File: config.mk
export PLATFORM = sky130hd
export DESIGN_NAME = voice_bank
export DESIGN_NICKNAME = d
export VERILOG_FILES = /design/src/rtl/voice_bank.sv
export SDC_FILE = /design/constraint.sdc
export NUM_CORES = 1
export LEC_CHECK = 0
export ABC_AREA = 1
export BUFFER_PORTS_ARGS = -buffer_cell sky130_fd_sc_hd__buf_2
export CAP_MARGIN = 30
export CORE_MARGIN = 3
export CORE_UTILIZATION = 25
export CTS_CLUSTER_SIZE = 10
export DETAILED_ROUTE_END_ITERATION = 7
export GPL_TIMING_DRIVEN = 0
export PLACE_DENSITY = 0.43
export SKIP_LAST_GASP = 1
export SYNTH_ARGS = -nofsm -noshare
export SYNTH_HDL_FRONTEND = slang
export SYNTH_SLANG_ARGS = --single-unit
File: constraint.sdc
create_clock -name Clock -period 8.45 [get_ports Clock]
set_input_delay 0.4225 -clock Clock [delete_from_list [all_inputs] [get_ports Clock]]
set_output_delay 0.4225 -clock Clock [all_outputs]
set_load 0.02 [all_outputs]
File: src/rtl/voice_bank.sv
// voice_bank: multi-voice oscillator bank. NUM_VOICES voice register sets sit behind
// a byte-wide bus. One shared waveform/level datapath steps each voice once per
// SampleTick. The saturated sum is presented as an unsigned Mix sample, with
// midscale meaning silence.
// Ports:
//   Clock, Reset           rising-edge clock, asynchronous active-low reset
//   SampleTick             one-cycle pulse that starts a mix pass
//   BusAddress/WriteData   register address and write byte
//   BusWrite/BusRead       one-cycle access strobes (write wins when both are high)
//   BusReadData/Valid      registered read response, one cycle after BusRead
//   Mix/MixValid           unsigned mix sample and its one-cycle update pulse
//   Busy                   high while a mix pass is in progress
module voice_bank #(
  parameter int unsigned WAVE_DEPTH = 8,
  parameter int unsigned NUM_VOICES = 4,
  parameter int unsigned BASE_ADDR  = 0
) (
  input  logic                  Clock,
  input  logic                  Reset,
  input  logic                  SampleTick,
  input  logic [15:0]           BusAddress,
  input  logic [7:0]            BusWriteData,
  input  logic                  BusWrite,
  input  logic                  BusRead,
  output logic [7:0]            BusReadData,
  output logic                  BusReadValid,
  output logic [WAVE_DEPTH-1:0] Mix,
  output logic                  MixValid,
  output logic                  Busy
);

  localparam int unsigned VIDX_W     = (NUM_VOICES > 1) ? $clog2(NUM_VOICES) : 1;
  localparam int unsigned ACC_W      = WAVE_DEPTH + 1 + $clog2(NUM_VOICES);
  localparam int unsigned PROD_W     = WAVE_DEPTH + 10;
  localparam int unsigned VOICE_SPAN = 8 * NUM_VOICES;
  localparam logic [VIDX_W-1:0]     LAST_VOICE = VIDX_W'(NUM_VOICES - 1);
  localparam logic [WAVE_DEPTH-1:0] MID        = {1'b1, {(WAVE_DEPTH-1){1'b0}}};
  localparam logic signed [ACC_W-1:0] SAT_HI = ACC_W'((2 ** (WAVE_DEPTH - 1)) - 1);
  localparam logic signed [ACC_W-1:0] SAT_LO = ACC_W'(-(2 ** (WAVE_DEPTH - 1)));

  typedef enum logic [1:0] {IDLE, RUN, OUT} state_t;

  state_t                   state, state_next;
  logic [VIDX_W-1:0]        vidx, vidx_next;
  logic signed [ACC_W-1:0]  acc, acc_next;
  logic [WAVE_DEPTH-1:0]    mix_next, mix_sat;
  logic                     mix_valid_next, busy_next;
  logic                     enable, overrun;

  logic       v_gate  [NUM_VOICES];
  logic [1:0] v_wave  [NUM_VOICES];
  logic [15:0] v_incr [NUM_VOICES];
  logic [15:0] v_phase[NUM_VOICES];
  logic [7:0] v_pw    [NUM_VOICES];
  logic [7:0] v_level [NUM_VOICES];

  // Address decode relative to BASE_ADDR; bit 16 flags addresses below the block.
  logic [16:0] rel;
  logic        in_voice, in_global, wr_voice, wr_global;
  logic [3:0]  sel_voice;
  logic [2:0]  sel_reg;

  assign rel       = {1'b0, BusAddress} - 17'(BASE_ADDR);
  assign in_voice  = !rel[16] && (rel < 17'(VOICE_SPAN));
  assign in_global = (rel == 17'(VOICE_SPAN));
  assign sel_voice = rel[6:3];
  assign sel_reg   = rel[2:0];
  assign wr_voice  = BusWrite && in_voice;
  assign wr_global = BusWrite && in_global;

  // Select the voice currently owned by the shared datapath.
  logic        cur_gate;
  logic [1:0]  cur_wave;
  logic [15:0] cur_phase;
  logic [7:0]  cur_pw, cur_level;

  always_comb begin
    cur_gate  = 1'b0;
    cur_wave  = 2'd0;
    cur_phase = 16'd0;
    cur_pw    = 8'd0;
    cur_level = 8'd0;
    for (int v = 0; v < NUM_VOICES; v++) begin
      if (vidx == VIDX_W'(v)) begin
        cur_gate  = v_gate[v];
        cur_wave  = v_wave[v];
        cur_phase = v_phase[v];
        cur_pw    = v_pw[v];
        cur_level = v_level[v];
      end
    end
  end

  // Waveform generation from the current phase.
  logic [WAVE_DEPTH-1:0] wave, tri_ramp;

  always_comb begin
    tri_ramp = {cur_phase[14 -: (WAVE_DEPTH - 1)], 1'b0};
    case (cur_wave)
      2'd0:    wave = cur_phase[15 -: WAVE_DEPTH];
      2'd1:    wave = cur_phase[15] ? ~tri_ramp : tri_ramp;
      2'd2:    wave = (cur_phase[15:8] < cur_pw) ? '1 : '0;
      default: wave = MID;
    endcase
  end

  // Remove midscale offset (wave - MID == sign-extended wave with MSB inverted), then scale by level.
  logic signed [WAVE_DEPTH:0]  sample, contrib;
  logic signed [PROD_W-1:0]    prod;
  logic                        unused_bits;

  assign sample      = {~wave[WAVE_DEPTH-1], ~wave[WAVE_DEPTH-1], wave[WAVE_DEPTH-2:0]};
  assign prod        = PROD_W'(sample) * PROD_W'($signed({1'b0, cur_level}));
  assign contrib     = cur_gate ? prod[WAVE_DEPTH+8:8] : '0;
  assign unused_bits = ^{prod[7:0], prod[PROD_W-1], cur_phase[7:0]};

  // Saturate the accumulator and convert to offset binary.
  always_comb begin
    if (acc > SAT_HI)      mix_sat = '1;
    else if (acc < SAT_LO) mix_sat = '0;
    else                   mix_sat = {~acc[WAVE_DEPTH-1], acc[WAVE_DEPTH-2:0]};
  end

  // Pass sequencer: next state and registered-output next values.
  always_comb begin
    state_next     = state;
    vidx_next      = vidx;
    acc_next       = acc;
    mix_next       = Mix;
    mix_valid_next = 1'b0;
    case (state)
      IDLE: begin
        if (SampleTick && enable) begin
          state_next = RUN;
          vidx_next  = '0;
          acc_next   = '0;
        end
      end
      RUN: begin
        acc_next = acc + ACC_W'(contrib);
        if (vidx == LAST_VOICE) state_next = OUT;
        else                    vidx_next  = vidx + VIDX_W'(1);
      end
      OUT: begin
        mix_next       = mix_sat;
        mix_valid_next = 1'b1;
        state_next     = IDLE;
      end
      default: state_next = IDLE;
    endcase
    busy_next = (state_next != IDLE);
  end

  always_ff @(posedge Clock or negedge Reset) begin
    if (!Reset) begin
      state    <= IDLE;
      vidx     <= '0;
      acc      <= '0;
      Mix      <= MID;
      MixValid <= 1'b0;
      Busy     <= 1'b0;
    end else begin
      state    <= state_next;
      vidx     <= vidx_next;
      acc      <= acc_next;
      Mix      <= mix_next;
      MixValid <= mix_valid_next;
      Busy     <= busy_next;
    end
  end

  // Global control: a tick outside IDLE is dropped and flagged; the flag wins over a clear.
  always_ff @(posedge Clock or negedge Reset) begin
    if (!Reset) begin
      enable  <= 1'b0;
      overrun <= 1'b0;
    end else begin
      if (wr_global) enable <= BusWriteData[0];
      if (SampleTick && (state != IDLE))      overrun <= 1'b1;
      else if (wr_global && BusWriteData[1])  overrun <= 1'b0;
    end
  end

  // Voice registers and phase accumulators; phase-clear beats the step increment.
  always_ff @(posedge Clock or negedge Reset) begin
    if (!Reset) begin
      for (int v = 0; v < NUM_VOICES; v++) begin
        v_gate[v]  <= 1'b0;
        v_wave[v]  <= 2'd0;
        v_incr[v]  <= 16'd0;
        v_phase[v] <= 16'd0;
        v_pw[v]    <= 8'd0;
        v_level[v] <= 8'd0;
      end
    end else begin
      for (int v = 0; v < NUM_VOICES; v++) begin
        if (wr_voice && (sel_voice == 4'(v))) begin
          case (sel_reg)
            3'd0: begin
              v_gate[v] <= BusWriteData[0];
              v_wave[v] <= BusWriteData[2:1];
            end
            3'd1:    v_incr[v][7:0]  <= BusWriteData;
            3'd2:    v_incr[v][15:8] <= BusWriteData;
            3'd3:    v_pw[v]         <= BusWriteData;
            3'd4:    v_level[v]      <= BusWriteData;
            default: ;
          endcase
        end
        if (wr_voice && (sel_voice == 4'(v)) && (sel_reg == 3'd0) && BusWriteData[3])
          v_phase[v] <= 16'd0;
        else if ((state == RUN) && (vidx == VIDX_W'(v)) && v_gate[v])
          v_phase[v] <= v_phase[v] + v_incr[v];
      end
    end
  end

  // Read mux; a simultaneous write suppresses the read.
  logic       rd_hit_c;
  logic [7:0] rd_byte_c;

  always_comb begin
    rd_hit_c  = 1'b0;
    rd_byte_c = 8'd0;
    if (BusRead && !BusWrite) begin
      if (in_global) begin
        rd_hit_c  = 1'b1;
        rd_byte_c = {4'(NUM_VOICES - 1), 2'b00, overrun, enable};
      end else if (in_voice) begin
        rd_hit_c = 1'b1;
        for (int v = 0; v < NUM_VOICES; v++) begin
          if (sel_voice == 4'(v)) begin
            case (sel_reg)
              3'd0:    rd_byte_c = {5'd0, v_wave[v], v_gate[v]};
              3'd1:    rd_byte_c = v_incr[v][7:0];
              3'd2:    rd_byte_c = v_incr[v][15:8];
              3'd3:    rd_byte_c = v_pw[v];
              3'd4:    rd_byte_c = v_level[v];
              3'd5:    rd_byte_c = {7'd0, v_gate[v]};
              default: rd_byte_c = 8'd0;
            endcase
          end
        end
      end
    end
  end

  always_ff @(posedge Clock or negedge Reset) begin
    if (!Reset) begin
      BusReadData  <= 8'd0;
      BusReadValid <= 1'b0;
    end else begin
      BusReadData  <= rd_byte_c;
      BusReadValid <= rd_hit_c;
    end
  end

endmodule

# After elaboration in Yosys (flattened, before gate mapping)
# Cells that the tools add are included.
[word_totals]
inputBits = 29
word_cells = 191
out_inout_bits = 19
ff_bits = 240
[classes]
bitwise_logic = 3
n_eq_ne = 18
muxes = 59
reduce_logical = 62
n_addsub = 6
n_mul = 1
order_cmp = 4
[ops]
columns = ["op", "n"]
rows = [
  ["two-way mux 16 bit", 12],
  ["case mux 8 bit (6 select lines)", 4],
  ["two-way mux 8 bit", 19],
  ["adder 16 bit", 4],
  ["AND reduction 2 bit", 21],
  ["logical AND 1 bit", 26],
  ["case mux 8 bit (3 select lines)", 1],
  ["case mux 11 bit (2 select lines)", 1],
  ["multiplier 8 x 9 -> 17 bit", 1],
  ["== test 16 x 6 -> 1 bit, second input constant", 1],
  ["< comparator 16 x 6 -> 1 bit, second input constant", 1],
  ["two-way mux 2 bit", 8],
  ["nonzero test 2 bit", 8],
  ["adder 11 x 9 -> 11 bit", 1],
  ["> comparator 11 x 8 -> 1 bit, second input constant", 1],
  ["< comparator 11 x 8 -> 1 bit, second input constant", 1],
  ["two-way mux 11 bit", 1],
  ["two-way mux 1 bit", 10],
  ["two-way mux 9 bit", 1],
  ["== test 2 bit, second input constant", 4],
  ["== test 4 x 2 -> 1 bit, second input constant", 2],
  ["< comparator 8 bit", 1],
  ["NOT 8 bit", 1],
  ["case mux 2 bit (2 select lines)", 2],
  ["other kinds (13)", 21],
]

# Depth between registers and ports, before layout
[depth]
word_depth = 13
mapped_depth = 49
depth_no_buf = 47

# Worst setup path before layout
# Ideal clock, no wire load.
[synth_timing]
path_kind = "reg-to-reg"
start = "reg vidx[0]"
end = "reg acc[10]"
slack_ns = 1.027
path_stages_with_launch = 45
t_required_ns = 8.384
setup_ns = 0.066
t_arrival_ns = 7.357
period_less_slack_ns = 7.423
path_buffers = 4
cell_sequence = "dfrtp_1 inv_1 ha_1 clkbuf_2 buf_4 buf_2 buf_2 a21oi_1 o21ai_0 o21ai_0 ha_1 nand2_1 o21ai_0 nor3_2 nand2_2 nand2_1 a21oi_2 nor2_1 [... 9 more ...] a21oi_1 o21a_1 o311ai_0 nand2_1 inv_1 nor2_1 xor2_1 nor2_1 ha_1 inv_1 nor3_1 nand3_1 o2111ai_1 xor2_1 inv_1 nand4_1 nand3_1 nand2_1"
[synth_via]
elab_chain_cells = 13
word_cells_on_any_way = 37
classes_between = "add/sub (1); mul (1); order compare (1); eq/ne (5); mux (25); bitwise (2); reduce/logical (2)"
[synth_rtl]
columns = ["element", "line_no", "source"]
rows = [
  ["start: declaration", "44", "logic [VIDX_W-1:0] vidx, vidx_next;"],
  ["start signal: assignment", "164", "vidx <= vidx_next;"],
  ["zero test 2 bit", "84", "if (vidx == VIDX_W'(v)) begin"],
  ["two-way mux 16 bit / two-way mux 8 bit (equally long branches) (4 in series)", "84", ""],
  ["< comparator 8 bit / NOT 8 bit (equally long branches)", "102, 101", ""],
  ["two-way mux 8 bit, on equally long branches", "102, 101", ""],
  ["case mux 8 bit (3 select lines)", "99", "case (cur_wave)"],
  ["NOT 1 bit", "112", "assign sample = {~wave[WAVE_DEPTH-1], ~wave[WAVE_DEPTH-1], wave[WAVE_DEPTH-2:0]};"],
  ["multiplier 8 x 9 -> 17 bit", "113", "assign prod = PROD_W'(sample) * PROD_W'($signed({1'b0, cur_level}));"],
  ["two-way mux 9 bit (*)", "114", "assign contrib = cur_gate ? prod[WAVE_DEPTH+8:8] : '0;"],
  ["adder 11 x 9 -> 11 bit (*)", "140", "acc_next = acc + ACC_W'(contrib);"],
  ["case mux 11 bit (2 select lines) (*)", "131", "case (state)"],
  ["end signal: assignment", "165", "acc <= acc_next;"],
  ["end: declaration", "45", "logic signed [ACC_W-1:0] acc, acc_next;"],
]
# Every way passes the cells marked *; elsewhere a longest branch is shown, timed or not.
# A chain may end at the register's enable or synchronous reset.

# Worst setup path in the final report
[layout_timing]
start = "reg vidx[1]"
end = "reg acc[10]"
# The elaborated chain is that of the path after synthesis.

==> flow_metrics.py <==
metrics = {
    "placement": {
        "gp_congestion": 0.964,
        "dpl.cell_count": 2987,
        "dp_hpwl_um": 47400,
        "portBuffers": 47,
    },
    "grt": {
        "grt_pass1_wl_um": 93000,
        "grt_max_degree": 117,
        "grt_use_total_pct": 18.0,
        "grt_remaining_overflow": 0,
        "antenna_found_initial": 3,
        "grt_pass1_vias": 14800,
    },
    "cells_and_area": {
        "utilization_pct": 29.9,
        "num-nets-final": 2372,
        "instances_no_fill": 3049,
        "layout-drive-gt1-share_pct": 9.95,
        "area_growth_pct": 17.1,
    },
    "floorplanning": {
        "core_um2": 63800,
        "start_util_pct": 25.6,
        "fp-row-count": 92,
        "dieHeight_um": 261,
        "die_w_um": 261,
        "die-area_um2": 68300,
        "pin_count": 48,
    },
    "yosys": {
        "synth_flop_cell": "dfrtp_1",
        "synth_top_area_share_pct": 36.7,
        "syn-num-nets": 2280,
        "postSynthAreaPerCell_um2": 7.80,
        "ys_types": 60,
        "syn_area_um2": 16300,
        "postSynthCellCount": 2091,
        "yosysMostFrequentCell": "nand2_1",
        "ys_warn_count": 0,
        "ys_ff_latch": 240,
        "async_reset_ff_share_pct": 100,
        "yosys.area.top_type": "dfrtp_1",
        "synthTopCellsByCount": "nand2_1, o21ai_0, dfrtp_1",
        "seq_area_frac_synth_pct": 36.8,
        "yosys-top-cells-area": "dfrtp_1, nand2_1, ha_1, o21ai_0, inv_1",
        "synth-edff-count": 0,
    },
    "sta": {
        "tns_ns": 0,
        "post-route-period-util_pct": 93.8,
        "max_freq_mhz": 126,
        "fin_crit_ns": 7.93,
        "relSlewSlack_pct": 19.0,
        "setup_viol": 0,
        "hold_viol": 0,
        "grt_setup_unrepaired": "no",
        "tightest_slew_ns": 1.21,
        "hold_ws_ns": 0.172,
        "timing.final.max_slew_violations": 0,
        "fin_skew_ns": 0.0227,
    },
    "hold_path": {
        "hp-class": "primary input to flip-flop",
        "hp-start": "SampleTick",
        "hold_end": "overrun",
        "hold_depth": 3,
    },
    "critical_path": {
        "critical_path.max_stage_delay_ns": 0.58,
        "reg2reg_depth": 45,
        "critPathRequiredTime_ns": 8.93,
        "crit_type": "flip-flop to flip-flop",
        "cp_common_cell": "nand2_1",
        "worst_setup_path_end_kind": "flip-flop",
        "cp_max_fo": 10,
        "cp.arrival_ns": 8.41,
        "ff2ff_setup_slack_ns": 0.52,
        "crit_slowest_cell": "fa_1",
        "worst_setup_path_start_kind": "flip-flop",
        "reg2reg_from": "vidx[1]",
        "reg2reg_to": "acc[10]",
    },
    "routing": {
        "firstDrtPassIters": 6,
        "drt_iter0_drc": 1144,
        "viasPerCell": 4.94,
        "via_count": 15100,
        "wl_per_cell_um": 20.1,
        "totalWireLength_um": 61400,
        "drc_errors": 0,
        "antenna_left": 0,
    },
    "cts": {
        "cts_tree": "yes",
        "clockRootBuffer": "clkbuf_16",
        "path_clk_slew_ns": 0.06,
        "numCtsBuffers": 34,
        "h-tree-depth": 2,
        "cts_buffer_depth": 3,
        "clk_latency_ns": 0.54,
        "cts_sinks": 240,
    },
    "pwr": {
        "irDropWorstVdd_uv": 106,
        "leakage_nw": 9.11,
        "p_per_area_nw_per_um2": 142,
        "seq_power_share_pct": 42.5,
        "p_sw_w": 0.000639,
        "cell_internal_pwr_w": 0.00207,
        "swShare_pct": 23.6,
        "comb_power_share_pct": 4.0,
        "p_clk_share_pct": 53.5,
    },
    "status": {
        "status": "finished, final reports clean",
    },
    "run": {
        "cap_violations": 0,
    },
}
[stage by stage]
stage / cell area (µm²) / total power (W) / setup WS, ns
after CTS: 18800 / 0.00275 / 0.0506
after detailed placement: 17700 / 0.00128 / -0.662
after global routing: 19100 / 0.00280 / 0.0257
final: 19100 / 0.00271 / 0.522
after floorplan: 16300 / 0.00121 / 1.03
after global placement: 17600 / 0.00128 / -0.691
[sequential cells by signal, summed over array words and instances, names as in the netlist, 2 cells and up]
register     flops
Mix              8
v_incr          64
v_phase         64
v_pw            32
v_level         32
vidx             2
BusReadData      8
acc             11
v_wave           8
state            2
v_gate           4
[routing by layer]
metal | vias to the layer above | part of all wire, % | GRT usage, % | wire length (µm)
li1 | 7219 | - | - | -
met1 | 7332 | 45 | 24.4 | 27800
met2 | 407 | 46 | 29.0 | 28100
met3 | 109 | 5.5 | 3.11 | 3400
met4 | 4 | 3.5 | 6.02 | 2150
met5 | - | 0.049 | 0 | 30
[critical path, delay by kind of cell, from the launching register on]
kind	cells	cell delay, ns
AOI/OAI and AO/OA	6	1.07
xor gates and xnor gates	1	0.24
adders and majority gates	8	3.12
buffers and inverters	12	1.20
DFF	1	0.38
and+or+nand+nor	18	1.82
[cells by family after synthesis]
logic type | count (synthesis) | share of synthesized area (%)
AND/OR/NAND/NOR | 779 | 20.0
AO/OA/AOI/OAI | 584 | 20.2
buffers and inverters | 298 | 7.18
flip-flops | 240 | 36.8
adder cells (fa/ha/maj) | 160 | 14.1
XOR/XNOR | 30 | 1.61
[layout make-up]
| cell class | instances | area [µm²] |
|---|---|---|
| Multi-Input combinational cell | 1553 | 9330 |
| Buffer | 59 | 315 |
| Tap cell | 846 | 1060 |
| Inverter | 237 | 895 |
| Fill cell | 6944 | 44700 |
| Antenna cell | 1 | 2.50 |
| Clock buffer | 47 | 981 |
| Timing Repair Buffer | 58 | 378 |
| Sequential cell | 240 | 6010 |
| Clock inverter | 8 | 126 |
[layout by cell type (no fill, tap or decap), types with 10 or more instances in the layout]
master / count
buf_4: 12
a21oi_1: 147
o2111ai_1: 10
ha_1: 113
inv_1: 218
xor2_1: 21
o21ai_0: 284
nand3_1: 80
nand2_2: 10
a22oi_1: 22
fa_1: 39
nor2_1: 135
clkbuf_1: 38
o21ai_1: 13
o31ai_1: 11
o22ai_1: 20
clkbuf_16: 35
dfrtp_1: 238
buf_2: 56
nand2_1: 487
inv_2: 13
nor3_1: 24
[power groups by stage]
| stage | clock network, W | logic (W) | registers [W] |
|---|---|---|---|
| after global placement | 0 | 0.000103 | 0.00117 |
| after global routing | 0.00153 | 0.000119 | 0.00115 |
| after CTS | 0.00149 | 0.000109 | 0.00115 |
| after floorplan | 0 | 0.0000361 | 0.00117 |
| final | 0.00145 | 0.000109 | 0.00115 |
| after detailed placement | 0 | 0.000108 | 0.00117 |
[worst max-delay path by stage]
stage / to / startpoint
6_report: acc[10] / vidx[1]
5_1_grt: acc[10] / vidx[1]
4_1_cts: acc[10] / vidx[0]
3_5_place_dp: acc[10] / vidx[0]
3_3_place_gp: acc[10] / vidx[0]
2_1_floorplan: acc[10] / vidx[0]
[timing repair]
item / in CTS / in global routing
pin swaps: 1 / 10
buffers inserted: 2 / 5
cloned: 0 / 0
gates resized for setup: 15 / 64
hold endpoints to repair: 17 / 0
endpoints found under the setup margin: 6 / 7
hold buffers: 1 / 0
(Power assumes the default switching activity.)
